File: src/rtl/factor_cycler_pkg.sv
// Shared types and elaboration-time helpers for the factor_cycler slice.
// Build option: FACTOR_CYCLER_PRIME_ONLY_EN restricts flagged divisors to primes.
package factor_pkg;

  typedef enum logic [1:0] {IDLE, SCAN, SHOW} state_t;

  function automatic bit is_prime(input int n);
    bit p;
    p = (n >= 2);
    for (int k = 2; k < n; k++) begin
      if (n % k == 0) p = 1'b0;
    end
    return p;
  endfunction

  function automatic int div_w(input int max_div);
    return $clog2(max_div + 1);
  endfunction

endpackage

File: src/rtl/factor_cycler_if.sv
// Operand and display bundle between the switch inputs and the digit/GPIO side.
// master drives the operand; slave (the cycler) drives the results.
interface factor_cycler_if #(
  parameter int WIDTH   = 8,
  parameter int MAX_DIV = 15
);
  import factor_pkg::*;

  localparam int DIV_W = div_w(MAX_DIV);

  logic [WIDTH-1:0]   number;
  logic [DIV_W-1:0]   digit;
  logic               digit_valid;
  logic [MAX_DIV-2:0] factor_mask;
  logic               busy;
  logic               done;
  logic               is_zero;

  modport master (
    output number,
    input  digit, digit_valid, factor_mask, busy, done, is_zero
  );

  modport slave (
    input  number,
    output digit, digit_valid, factor_mask, busy, done, is_zero
  );

endinterface

File: src/rtl/factor_cycler_mod_serial.sv
// Restoring shift-subtract modulo; remainder valid with a one-cycle done pulse
// exactly WIDTH cycles after start. A start while busy restarts the division.
module mod_serial #(
  parameter int WIDTH = 8
) (
  input  logic             clk,
  input  logic             reset,
  input  logic             start,
  input  logic [WIDTH-1:0] dividend,
  input  logic [WIDTH-1:0] divisor,
  output logic             done,
  output logic [WIDTH-1:0] remainder
);

  localparam int CW = $clog2(WIDTH + 1);

  logic             busy;
  logic [CW-1:0]    cnt;
  logic [WIDTH-1:0] shift_q;
  logic [WIDTH-1:0] div_q;
  logic [WIDTH-1:0] rem_q;

  function automatic logic [WIDTH-1:0] sub_step(input logic [WIDTH-1:0] r,
                                                input logic             b,
                                                input logic [WIDTH-1:0] dv);
    logic [WIDTH:0] t;
    t = {r, b};
    if (t >= {1'b0, dv}) t = t - {1'b0, dv};
    return t[WIDTH-1:0];
  endfunction

  // The start edge already performs the first bit, so done lands WIDTH cycles later.
  always_ff @(posedge clk) begin
    if (reset) begin
      busy <= 1'b0;
      done <= 1'b0;
      cnt  <= '0;
    end else begin
      done <= 1'b0;
      if (start) begin
        busy <= (WIDTH > 1);
        done <= (WIDTH == 1);
        cnt  <= CW'(WIDTH - 1);
      end else if (busy) begin
        cnt <= cnt - CW'(1);
        if (cnt == CW'(1)) begin
          busy <= 1'b0;
          done <= 1'b1;
        end
      end
    end
  end

  always_ff @(posedge clk) begin
    if (start) begin
      rem_q   <= sub_step('0, dividend[WIDTH-1], divisor);
      shift_q <= dividend << 1;
      div_q   <= divisor;
    end else if (busy) begin
      rem_q   <= sub_step(rem_q, shift_q[WIDTH-1], div_q);
      shift_q <= shift_q << 1;
    end
  end

  assign remainder = rem_q;

endmodule

File: src/rtl/factor_cycler.sv
// Trial-division factor finder that cycles the found divisors on a digit output.
// Build option: FACTOR_CYCLER_PRIME_ONLY_EN flags prime divisors only.
module factor_cycler
  import factor_pkg::*;
#(
  parameter int WIDTH   = 8,
  parameter int MAX_DIV = 15,
  parameter int DWELL   = 10_000_000
) (
  input  logic      clk,
  input  logic      reset,
  factor_cycler_if.slave bus
);

  localparam int DIV_W = div_w(MAX_DIV);
  localparam int CNT_W = (DWELL > 1) ? $clog2(DWELL) : 1;
  localparam int MW    = MAX_DIV - 1;

`ifdef FACTOR_CYCLER_PRIME_ONLY_EN
  function automatic logic [MW-1:0] prime_mask();
    logic [MW-1:0] m;
    for (int i = 0; i < MW; i++) m[i] = is_prime(i + 2);
    return m;
  endfunction
  localparam logic [MW-1:0] KEEP_MASK = prime_mask();
`else
  localparam logic [MW-1:0] KEEP_MASK = '1;
`endif

  state_t           state;
  logic [WIDTH-1:0] num_q;
  logic [WIDTH-1:0] op_q;
  logic [DIV_W-1:0] d_q;
  logic [DIV_W-1:0] digit_q;
  logic [DIV_W-1:0] next_digit;
  logic [MW-1:0]    mask_q;
  logic [MW-1:0]    d_bit;
  logic [CNT_W-1:0] dwell_q;
  logic             start_q;
  logic             valid_q;
  logic             busy_q;
  logic             done_q;
  logic             zero_q;
  logic             mod_done;
  logic [WIDTH-1:0] mod_rem;
  logic             chg;

  assign chg = (bus.number != num_q);

  always_comb begin
    d_bit = '0;
    for (int i = 0; i < MW; i++) begin
      if (int'(d_q) == i + 2) d_bit[i] = 1'b1;
    end
  end

  // Lowest set divisor above the one on display, else wrap to 1.
  always_comb begin
    next_digit = DIV_W'(1);
    for (int i = MW - 1; i >= 0; i--) begin
      if (mask_q[i] && (i + 2 > int'(digit_q))) next_digit = DIV_W'(i + 2);
    end
  end

  mod_serial #(.WIDTH(WIDTH)) u_mod (
    .clk       (clk),
    .reset     (reset),
    .start     (start_q),
    .dividend  (op_q),
    .divisor   (WIDTH'(d_q)),
    .done      (mod_done),
    .remainder (mod_rem)
  );

  always_ff @(posedge clk) begin
    if (chg) op_q <= bus.number;
  end

  // A done seen during a start cycle belongs to an abandoned division.
  always_ff @(posedge clk) begin
    if (reset) begin
      state   <= IDLE;
      num_q   <= '0;
      d_q     <= DIV_W'(2);
      digit_q <= '0;
      mask_q  <= '0;
      dwell_q <= '0;
      start_q <= 1'b0;
      valid_q <= 1'b0;
      busy_q  <= 1'b0;
      done_q  <= 1'b0;
      zero_q  <= 1'b0;
    end else begin
      num_q   <= bus.number;
      zero_q  <= (bus.number == '0);
      start_q <= 1'b0;
      if (chg) begin
        mask_q  <= '0;
        digit_q <= '0;
        valid_q <= 1'b0;
        done_q  <= 1'b0;
        dwell_q <= '0;
        d_q     <= DIV_W'(2);
        if (bus.number != '0) begin
          state   <= SCAN;
          busy_q  <= 1'b1;
          start_q <= 1'b1;
        end else begin
          state  <= IDLE;
          busy_q <= 1'b0;
        end
      end else begin
        case (state)
          SCAN: begin
            if (mod_done && !start_q) begin
              if (mod_rem == '0) mask_q <= mask_q | (d_bit & KEEP_MASK);
              if (d_q == DIV_W'(MAX_DIV)) begin
                state   <= SHOW;
                busy_q  <= 1'b0;
                done_q  <= 1'b1;
                valid_q <= 1'b1;
                digit_q <= DIV_W'(1);
                dwell_q <= '0;
              end else begin
                d_q     <= d_q + DIV_W'(1);
                start_q <= 1'b1;
              end
            end
          end
          SHOW: begin
            if (dwell_q == CNT_W'(DWELL - 1)) begin
              dwell_q <= '0;
              digit_q <= next_digit;
            end else begin
              dwell_q <= dwell_q + CNT_W'(1);
            end
          end
          default: ;
        endcase
      end
    end
  end

  assign bus.digit       = digit_q;
  assign bus.digit_valid = valid_q;
  assign bus.factor_mask = mask_q;
  assign bus.busy        = busy_q;
  assign bus.done        = done_q;
  assign bus.is_zero     = zero_q;

endmodule

File: src/flat_wrapper.sv
// flat-port wrapper written by rule: the top's interface ports become plain ports
module factor_cycler_flat import factor_pkg::*;
#(
  parameter int WIDTH   = 8,
  parameter int MAX_DIV = 15,
  parameter int DWELL   = 10_000_000
)
  (clk, reset, bus_number, bus_digit, bus_digit_valid, bus_factor_mask, bus_busy, bus_done, bus_is_zero);
  factor_cycler_if #(.WIDTH(WIDTH), .MAX_DIV(MAX_DIV)) bus_i ();
  input  logic clk;
  input  logic reset;
  input wire logic [$bits(bus_i.number)-1:0] bus_number;
  output wire logic [$bits(bus_i.digit)-1:0] bus_digit;
  output wire logic [$bits(bus_i.digit_valid)-1:0] bus_digit_valid;
  output wire logic [$bits(bus_i.factor_mask)-1:0] bus_factor_mask;
  output wire logic [$bits(bus_i.busy)-1:0] bus_busy;
  output wire logic [$bits(bus_i.done)-1:0] bus_done;
  output wire logic [$bits(bus_i.is_zero)-1:0] bus_is_zero;
  assign bus_i.number = bus_number;
  assign bus_digit = bus_i.digit;
  assign bus_digit_valid = bus_i.digit_valid;
  assign bus_factor_mask = bus_i.factor_mask;
  assign bus_busy = bus_i.busy;
  assign bus_done = bus_i.done;
  assign bus_is_zero = bus_i.is_zero;
  factor_cycler #(.WIDTH(WIDTH), .MAX_DIV(MAX_DIV), .DWELL(DWELL)) u_core (.clk(clk), .reset(reset), .bus(bus_i));
endmodule
File: config.mk
export PLATFORM = sky130hd
export DESIGN_NAME = factor_cycler_flat
export DESIGN_NICKNAME = d
export VERILOG_FILES = /design/src/rtl/factor_cycler_pkg.sv /design/src/rtl/factor_cycler_if.sv /design/src/rtl/factor_cycler_mod_serial.sv /design/src/rtl/factor_cycler.sv /design/src/flat_wrapper.sv
export SDC_FILE = /design/constraint.sdc
export NUM_CORES = 1
export LEC_CHECK = 0
export CAP_MARGIN = 20
export CORE_UTILIZATION = 55
export CTS_BUF_LIST = sky130_fd_sc_hd__clkbuf_16
export DETAILED_ROUTE_END_ITERATION = 12
export PLACE_DENSITY = 0.76
export SLEW_MARGIN = 5
export SYNTH_ARGS = -nofsm -noshare
export SYNTH_HDL_FRONTEND = slang
export SYNTH_SLANG_ARGS = --single-unit
export TNS_END_PERCENT = 5
File: constraint.sdc
create_clock -name clk -period 5.4 [get_ports clk]
set_input_delay 1.62 -clock clk [delete_from_list [all_inputs] [get_ports clk]]
set_output_delay 1.62 -clock clk [all_outputs]
set_load 0.005 [all_outputs]
==> results of run 1 <==
power breakdown:
group          internal, W  switching (W)  leakage, nW
logic            0.0000630      0.0000665        0.872
clock network     0.000403       0.000253        0.149
registers         0.000746      0.0000211        0.806
total              0.00121       0.000340         1.83
per-layer routing:
| metal | wire (um) | share of wire |
|---|---|---|
| met5 | 0 | 0 |
| met4 | 218 | 0.024 |
| met3 | 373 | 0.041 |
| met2 | 4200 | 0.47 |
| met1 | 4200 | 0.47 |
how the worst max path moves through the flow:
stage                              from                          endpoint  slack, ns  cells after the start
final                     bus_number[7]  u_core.bus.digit[2]$_SDFFE_PP0P_       1.68                      7
after global routing      bus_number[7]  u_core.bus.digit[2]$_SDFFE_PP0P_       1.46                      7
after CTS                 bus_number[7]  u_core.bus.digit[2]$_SDFFE_PP0P_       1.68                      7
after detailed placement  bus_number[7]  u_core.bus.digit[2]$_SDFFE_PP0P_       1.38                      7
after global placement    bus_number[7]  u_core.bus.digit[2]$_SDFFE_PP0P_       1.43                      7
after floorplan           bus_number[7]    u_core.dwell_q[0]$_SDFFE_PP0P_       2.14                      9
flip-flops by register name (all words and copies together), names as in the netlist, 7 cells and up:
signal and count:
u_core.dwell_q 24, u_core.bus.factor_mask 14, u_core.num_q 8, u_core.op_q 8, u_core.u_mod.remainder 8, u_core.u_mod.shift_q 7
layout make-up:
cell class,instances,share of cell area
clock inverter,7,0.0173
multi-input combinational,350,0.426
inverter,28,0.0201
sequential,92,0.405
clock buffer,9,0.0432
timing repair buffer,33,0.0638
tap,102,0.0245
cell usage after synthesis (15+ instances only):
master                     count
sky130_fd_sc_hd__o21ai_0      15
sky130_fd_sc_hd__inv_1        28
sky130_fd_sc_hd__ha_1         15
sky130_fd_sc_hd__dfxtp_1      65
sky130_fd_sc_hd__nand3_1      15
sky130_fd_sc_hd__edfxtp_1     27
sky130_fd_sc_hd__a21oi_1      22
sky130_fd_sc_hd__nor2b_1      16
sky130_fd_sc_hd__xor2_1       20
sky130_fd_sc_hd__nor2_1       77
sky130_fd_sc_hd__xnor2_1      18
sky130_fd_sc_hd__nand2_1      32
critical path: cells and delay by family:
family          cells  cell delay [ns]
compound gates      1             0.27
simple gates        4             1.41
xor+xnor            1             0.18
buf+inv             1             0.49
kinds of logic (layout without fill, tap and decap cells):
group | count (synthesis) | after routing | synth area share
buffers and inverters | 47 | 77 | 0.0455
DFF | 92 | 92 | 0.465
AOI/OAI and AO/OA | 81 | 81 | 0.120
muxes | 9 | 9 | 0.0220
adders and majority gates | 17 | 17 | 0.0479
xor gates and xnor gates | 38 | 38 | 0.0733
and+or+nand+nor | 205 | 205 | 0.226
stage by stage:
| step | hold WS, ns | util | area, um2 | std cells | power (W) |
|---|---|---|---|---|---|
| 3_3_place_gp | 0.465 | 0.623 | 4890 | 604 | 0.000905 |
| 4_1_cts | 0.491 | 0.663 | 5200 | 620 | 0.00156 |
| 5_1_grt | 0.530 | 0.665 | 5220 | 621 | 0.00162 |
| 2_1_floorplan | 0.403 | - | 4540 | 489 | 0.000875 |
| 6_report | 0.489 | 0.665 | 5220 | 621 | 0.00155 |
| 3_5_place_dp | 0.479 | 0.623 | 4890 | 604 | 0.000909 |
==> out/summary.md, run 1 <==
* **number of DRC violations after detailed routing** 0
* **total of warnings raised by yosys** 0
* **routing usage on met2** 0.371
* **global-route congestion overflow total** 0
* **detail-routed net length per standard cell** 14.5 um
* **EDFF count, synth** 27
* **critical path data arrival time** 3.97 ns
* **Horiz. Die Dim** 92.9 um
* **antenna fix cells** 0
* **Leak** 1.83 nW
* **number of antenna violations at the first check in global routing** 0
* **Chip Height** 92.9 um
* **global-route wire length before repair** 15800 um
* **row cnt** 32
* **FF-to-FF path depth** 7
* **CORE AREA** 7850 um2
* **busiest metal layer after global routing** met2
* **post-synthesis cell area** 4540 um2
* **crit path capture type** register
* **vias per std cell** 5.67
* **most frequent standard cell in the layout excluding fill and tap cells** sky130_fd_sc_hd__nor2_1
* **mean post-synth cell area** 9.29 um2
* **number of instances on the worst hold path** 2
* **number of buffers inserted during clock tree synthesis** 9
* **syn nets** 515
* **post-detailed-routing wire length** 8990 um
* **Post-CTS Setup Bufs** 0
* **max-slew violation count** 0
* **top library cells by usage in the layout, fill and taps aside** sky130_fd_sc_hd__nor2_1, sky130_fd_sc_hd__dfxtp_1, sky130_fd_sc_hd__nand2_1
* **cells after synthesis** 489
* **Storage cell area** 2110 um2
* **start point of the worst min-delay path** u_core.dwell_q[1]$_SDFFE_PP0P_
* **critical path fanouts, max** 24
* **buffer cell driving the clock tree root** sky130_fd_sc_hd__clkbuf_16
* **footprint of the multi-input gates** 2220 um2
* **outcome** finished, final reports clean
* **dominant synthesized flop cell** sky130_fd_sc_hd__dfxtp_1
* **highest achievable clock rate** 269 MHz
* **path class of the lowest-slack min-delay path** register to register
* **clock insertion delay at the later pin of the skew report** 0.33 ns
* **kind of start point of the critical path** primary input
* **starting density of the core** 0.579
* **final number of setup-violating endpoints** 0
* **Layout Skew** 0.00481 ns
* **setup repair after global routing missed its margin** no
* **number of top-level pins** 32
* **top cells by area in the synthesized netlist** sky130_fd_sc_hd__dfxtp_1, sky130_fd_sc_hd__edfxtp_1, sky130_fd_sc_hd__nor2_1
* **flop2flop setup slack** 2.57 ns
* **final worst-path setup slack** 1.68 ns
* **Synth Register Bits** 92
* **Yosys top cell area share** 0.287
* **fin crit period** 3.72 ns
* **final weighted congestion of routability-driven global placement** 0.832
* **TritonCTS clock tree** built
* **number of search-and-repair iterations in the first detailed-routing pass** 4
* **number of global-route vias before repair** 3350
* **Port Buffers** 31
* **Worst Path Required** 5.65 ns
* **Critical R2R Launch** u_core.d_q[0]$_SDFFE_PP0P_
* **Overall Global Routing Usage** 0.232
* **biggest area consumer among synthesized cells** sky130_fd_sc_hd__dfxtp_1
* **number of nets still failing antenna checks after routing** 0
* **setup tns final** 0 ns
* **GR Layer Usage met3** 0.0402
* **kind of critical path** primary input to register
* **crit path cell chain** clkdlybuf4s50_1 -> xor2_1 -> nor4_1 -> nand2_1 -> or2_0 -> or2_1 -> o2bb2ai_1
* **share of async-settable or async-resettable flops after synthesis** 0
* **Yosys cell types** 65
* **met1 Use GR** 0.307
* **number of nets at the end of the flow** 540
* **peak ir drop on the vdd network** 0.242 mV
* **total via count after detailed routing** 3524
* **Max-Cap Viols** 0
* **worst slew pin tran** 0.815 ns
* **Layout area overhead** 14.8%
* **Power Density** 298 nW/um2
* **number of cells upsized or downsized after cts** 0
* **reg2reg end** u_core.dwell_q[21]$_SDFFE_PP0P_
* **sequential cell area fraction in the yosys report** 0.465
* **H-tree Lvls** 3
* **total number of clock tree sinks** 92
* **total half-perimeter wirelength after legalization and detailed placement** 6200 um
* **hold buffer count at CTS** 0
* **delay contributed by the slowest stage of the critical path** 0.54 ns
* **share of final-layout standard cells stronger than drive strength 1** 0.0694
* **share of the clock period used by the worst path** 0.689
* **maximum number of pins on one net before global-route repair** 32
* **Slew HR** 0.456
* **hold path endpoint** u_core.dwell_q[1]$_SDFFE_PP0P_
* **critical path's slowest cell** sky130_fd_sc_hd__or2_1
* **initial DRC count** 143
* **die area** 8630 um2
* **layout filler cell count** 656
* **worst slack, placed** 1.38 ns
* **clock edge transition at the registers on the reported setup and hold paths** 0.06 ns
* **hold violation count in the final report** 0
* **maximum number of buffers from clock root to sink** 2
(Power assumes the default switching activity.)
==> run 2: changes to the inputs <==
--- a/config.mk
+++ b/config.mk
@@ -6,10 +6,10 @@
 export NUM_CORES = 1
 export LEC_CHECK = 0
 export CAP_MARGIN = 20
-export CORE_UTILIZATION = 55
+export CORE_UTILIZATION = 53
 export CTS_BUF_LIST = sky130_fd_sc_hd__clkbuf_16
 export DETAILED_ROUTE_END_ITERATION = 12
-export PLACE_DENSITY = 0.76
+export PLACE_DENSITY = 0.77
 export SLEW_MARGIN = 5
 export SYNTH_ARGS = -nofsm -noshare
 export SYNTH_HDL_FRONTEND = slang
==> constraint.sdc (replaced) <==
create_clock -name clk -period 3.3 [get_ports clk]
set_input_delay 0.99 -clock clk [delete_from_list [all_inputs] [get_ports clk]]
set_output_delay 0.99 -clock clk [all_outputs]
set_load 0.005 [all_outputs]
==> run 2 against run 1 <==
Cell area is essentially flat. Largest power group unchanged. First-iteration DRC count increased by 14%. Clock-buffer cell count did not move. Hold slack lost 0.0034 ns. Die area rose by 3.7%. Clock power up 54%. Clock skew up 0.0020 ns. Sequential power is 63% higher. Global-route usage down 0.99 points.
==> out/summary.md, run 2 (synthesis results as in run 1) <==
* **Leak** 1.84 nW, +0.60%
* **CORE AREA** 8260 um2, +5.2%
* **final weighted congestion of routability-driven global placement** 0.859, +3.2%
* **Layout Skew** 0.00686 ns, +0.00205 ns
* **total number of clock tree sinks** 92, unchanged
* **most frequent standard cell in the layout excluding fill and tap cells** sky130_fd_sc_hd__nor2_1
* **crit path capture type** register
* **number of DRC violations after detailed routing** 0, unchanged
* **share of the clock period used by the worst path** 0.848
* **Storage cell area** 2110 um2, unchanged
* **Post-CTS Setup Bufs** 0, unchanged
* **crit path cell chain** clkdlybuf4s50_1 -> xor2_1 -> nor4_1 -> nand2_1 -> or2_0 -> or2_1 -> o2bb2ai_1
* **H-tree Lvls** 3, unchanged
* **relative contribution of the clock network to total power** 0.408, -0.014
* **Final Cell Area** 5210 um2, about the same
* **critical path fanouts, max** 24, unchanged
* **antenna fix cells** 0, unchanged
* **outcome** finished, final reports clean
* **TritonCTS clock tree** built
* **initial DRC count** 163, +14%
* **hold buffer count at CTS** 0, unchanged
* **number of nets still failing antenna checks after routing** 0, unchanged
* **vias per std cell** 5.69, +0.20%
* **Reg power frac** 0.505, +0.011
* **critical path data arrival time** 3.07 ns, -0.90 ns
* **number of cells upsized or downsized after cts** 0, unchanged
* **setup tns final** 0 ns, unchanged
* **total half-perimeter wirelength after legalization and detailed placement** 6230 um, +0.56%
* **number of search-and-repair iterations in the first detailed-routing pass** 5, +1
* **count of non-filler cells in the finished layout** 627, +0.97%
* **top library cells by usage in the layout, fill and taps aside** sky130_fd_sc_hd__nor2_1, sky130_fd_sc_hd__dfxtp_1, sky130_fd_sc_hd__nand2_1
* **Power Density** 476 nW/um2, +60%
* **Overall Global Routing Usage** 0.222, -0.00994
* **Worst Hold Margin** 0.486 ns, -0.00344 ns
* **# placed instances** 611, +1.2%
* **setup repair after global routing missed its margin** no
* **peak ir drop on the vdd network** 0.411 mV, +70%
* **number of global-route vias before repair** 3319, -0.93%
* **highest achievable clock rate** 357 MHz
* **Slew HR** 0.470, +0.0139
* **maximum number of buffers from clock root to sink** 2, unchanged
* **fin crit period** 2.80 ns
* **Worst Path Required** 3.57 ns, -2.08 ns
* **delay contributed by the slowest stage of the critical path** 0.53 ns, about the same
* **largest reg by FF count** u_core.dwell_q
* **buffer cell driving the clock tree root** sky130_fd_sc_hd__clkbuf_16
* **total internal power** 0.00191 W, +58%
* **starting density of the core** 0.550, -0.0288
* **kind of start point of the critical path** primary input
* **Port Buffers** 31, unchanged
* **Layout area overhead** 14.7%, about the same
* **global-route congestion overflow total** 0, unchanged
* **area post-placement** 4920 um2, +0.69%
* **path class of the lowest-slack min-delay path** register to register
* **layout filler cell count** 692, +5.5%
* **post-detailed-routing wire length** 9020 um, +0.34%
* **Net Switching** 0.000573 W, +68%
* **clock insertion delay at the later pin of the skew report** 0.34 ns, about the same
* **Chip Height** 94.6 um, +1.8%
* **global-route wire length before repair** 15400 um, -2.3%
* **net switching share of the total power** 0.231, +0.0117
* **number of instances on the worst hold path** 2, unchanged
* **number of buffers inserted during clock tree synthesis** 9, unchanged
* **flip-flop count of the largest register after layout** 24, unchanged
* **Horiz. Die Dim** 94.6 um, +1.8%
* **number of nets at the end of the flow** 543, +0.56%
* **FF-to-FF path depth** 6, -1
* **row cnt** 33, +3.1%
* **number of antenna violations at the first check in global routing** 0, unchanged
* **max-slew violation count** 0, unchanged
* **power share of the combinational group** 0.087, +0.004
* **footprint of the multi-input gates** 2220 um2, unchanged
* **total via count after detailed routing** 3565, +1.2%
* **final number of setup-violating endpoints** 0, unchanged
* **maximum number of pins on one net before global-route repair** 31, -3.1%
* **total power** 0.00248 W, +60%
* **number of top-level pins** 32, unchanged
* **clock edge transition at the registers on the reported setup and hold paths** 0.06 ns, about the same
* **hold violation count in the final report** 0, unchanged
* **detail-routed net length per standard cell** 14.4 um, -0.62%
* **die area** 8940 um2, +3.7%
* **critical path's slowest cell** sky130_fd_sc_hd__or2_1
* **worst slew pin tran** 0.795 ns, -0.0209 ns
* **share of final-layout standard cells stronger than drive strength 1** 0.0728, +0.00343
* **kind of critical path** primary input to register
* **Max-Cap Viols** 0, unchanged
==> run 2: final timing paths <==
path	from	endpoint	slack (ns)
max reg2reg	u_core.dwell_q[3]$_SDFFE_PP0P_	u_core.dwell_q[7]$_SDFFE_PP0P_	0.75
max	bus_number[1]	u_core.bus.digit[2]$_SDFFE_PP0P_	0.50
min reg2reg	u_core.dwell_q[1]$_SDFFE_PP0P_	u_core.dwell_q[1]$_SDFFE_PP0P_	0.49
min	u_core.dwell_q[1]$_SDFFE_PP0P_	u_core.dwell_q[1]$_SDFFE_PP0P_	0.49
==> run 2: stage by stage <==
step / utilization / worst slack (ns)
floorplan: - / 0.666
global placement: 0.596 / 0.181
detailed placement: 0.596 / 0.108
CTS: 0.631 / 0.465
global route: 0.631 / 0.299
finish: 0.631 / 0.501
==> run 2: power by group through the flow <==
stage	sequential (W)	combinational [W]	clock, W
3_5_place_dp	0.00128	0.000214	0
5_1_grt	0.00126	0.000241	0.00108
6_report	0.00125	0.000216	0.00101
4_1_cts	0.00125	0.000217	0.00103
3_3_place_gp	0.00127	0.000207	0
2_1_floorplan	0.00127	0.000164	0
==> run 2: layout make-up <==
| cell class | instances | area share |
|---|---|---|
| multi-input combinational | 350 | 0.427 |
| sequential | 92 | 0.405 |
| timing repair buffer | 36 | 0.0667 |
| clock buffer | 9 | 0.0432 |
| tap | 105 | 0.0252 |
| inverter | 28 | 0.0202 |
| clock inverter | 7 | 0.0127 |
==> run 2: critical path, delay by kind of cell <==
kind | cells | cell delay, ns
AOI/OAI and AO/OA | 1 | 0.25
xor gates and xnor gates | 1 | 0.17
and+or+nand+nor | 4 | 1.18
buffers and inverters | 1 | 0.47
==> run 2: per-layer routing <==
metal / vias up / global-route usage / share of wire
li1: 1765 / - / -
met1: 1691 / 0.292 / 0.46
met2: 90 / 0.361 / 0.48
met3: 19 / 0.0411 / 0.036
met4: 0 / 0.0884 / 0.022
met5: - / 0 / 0
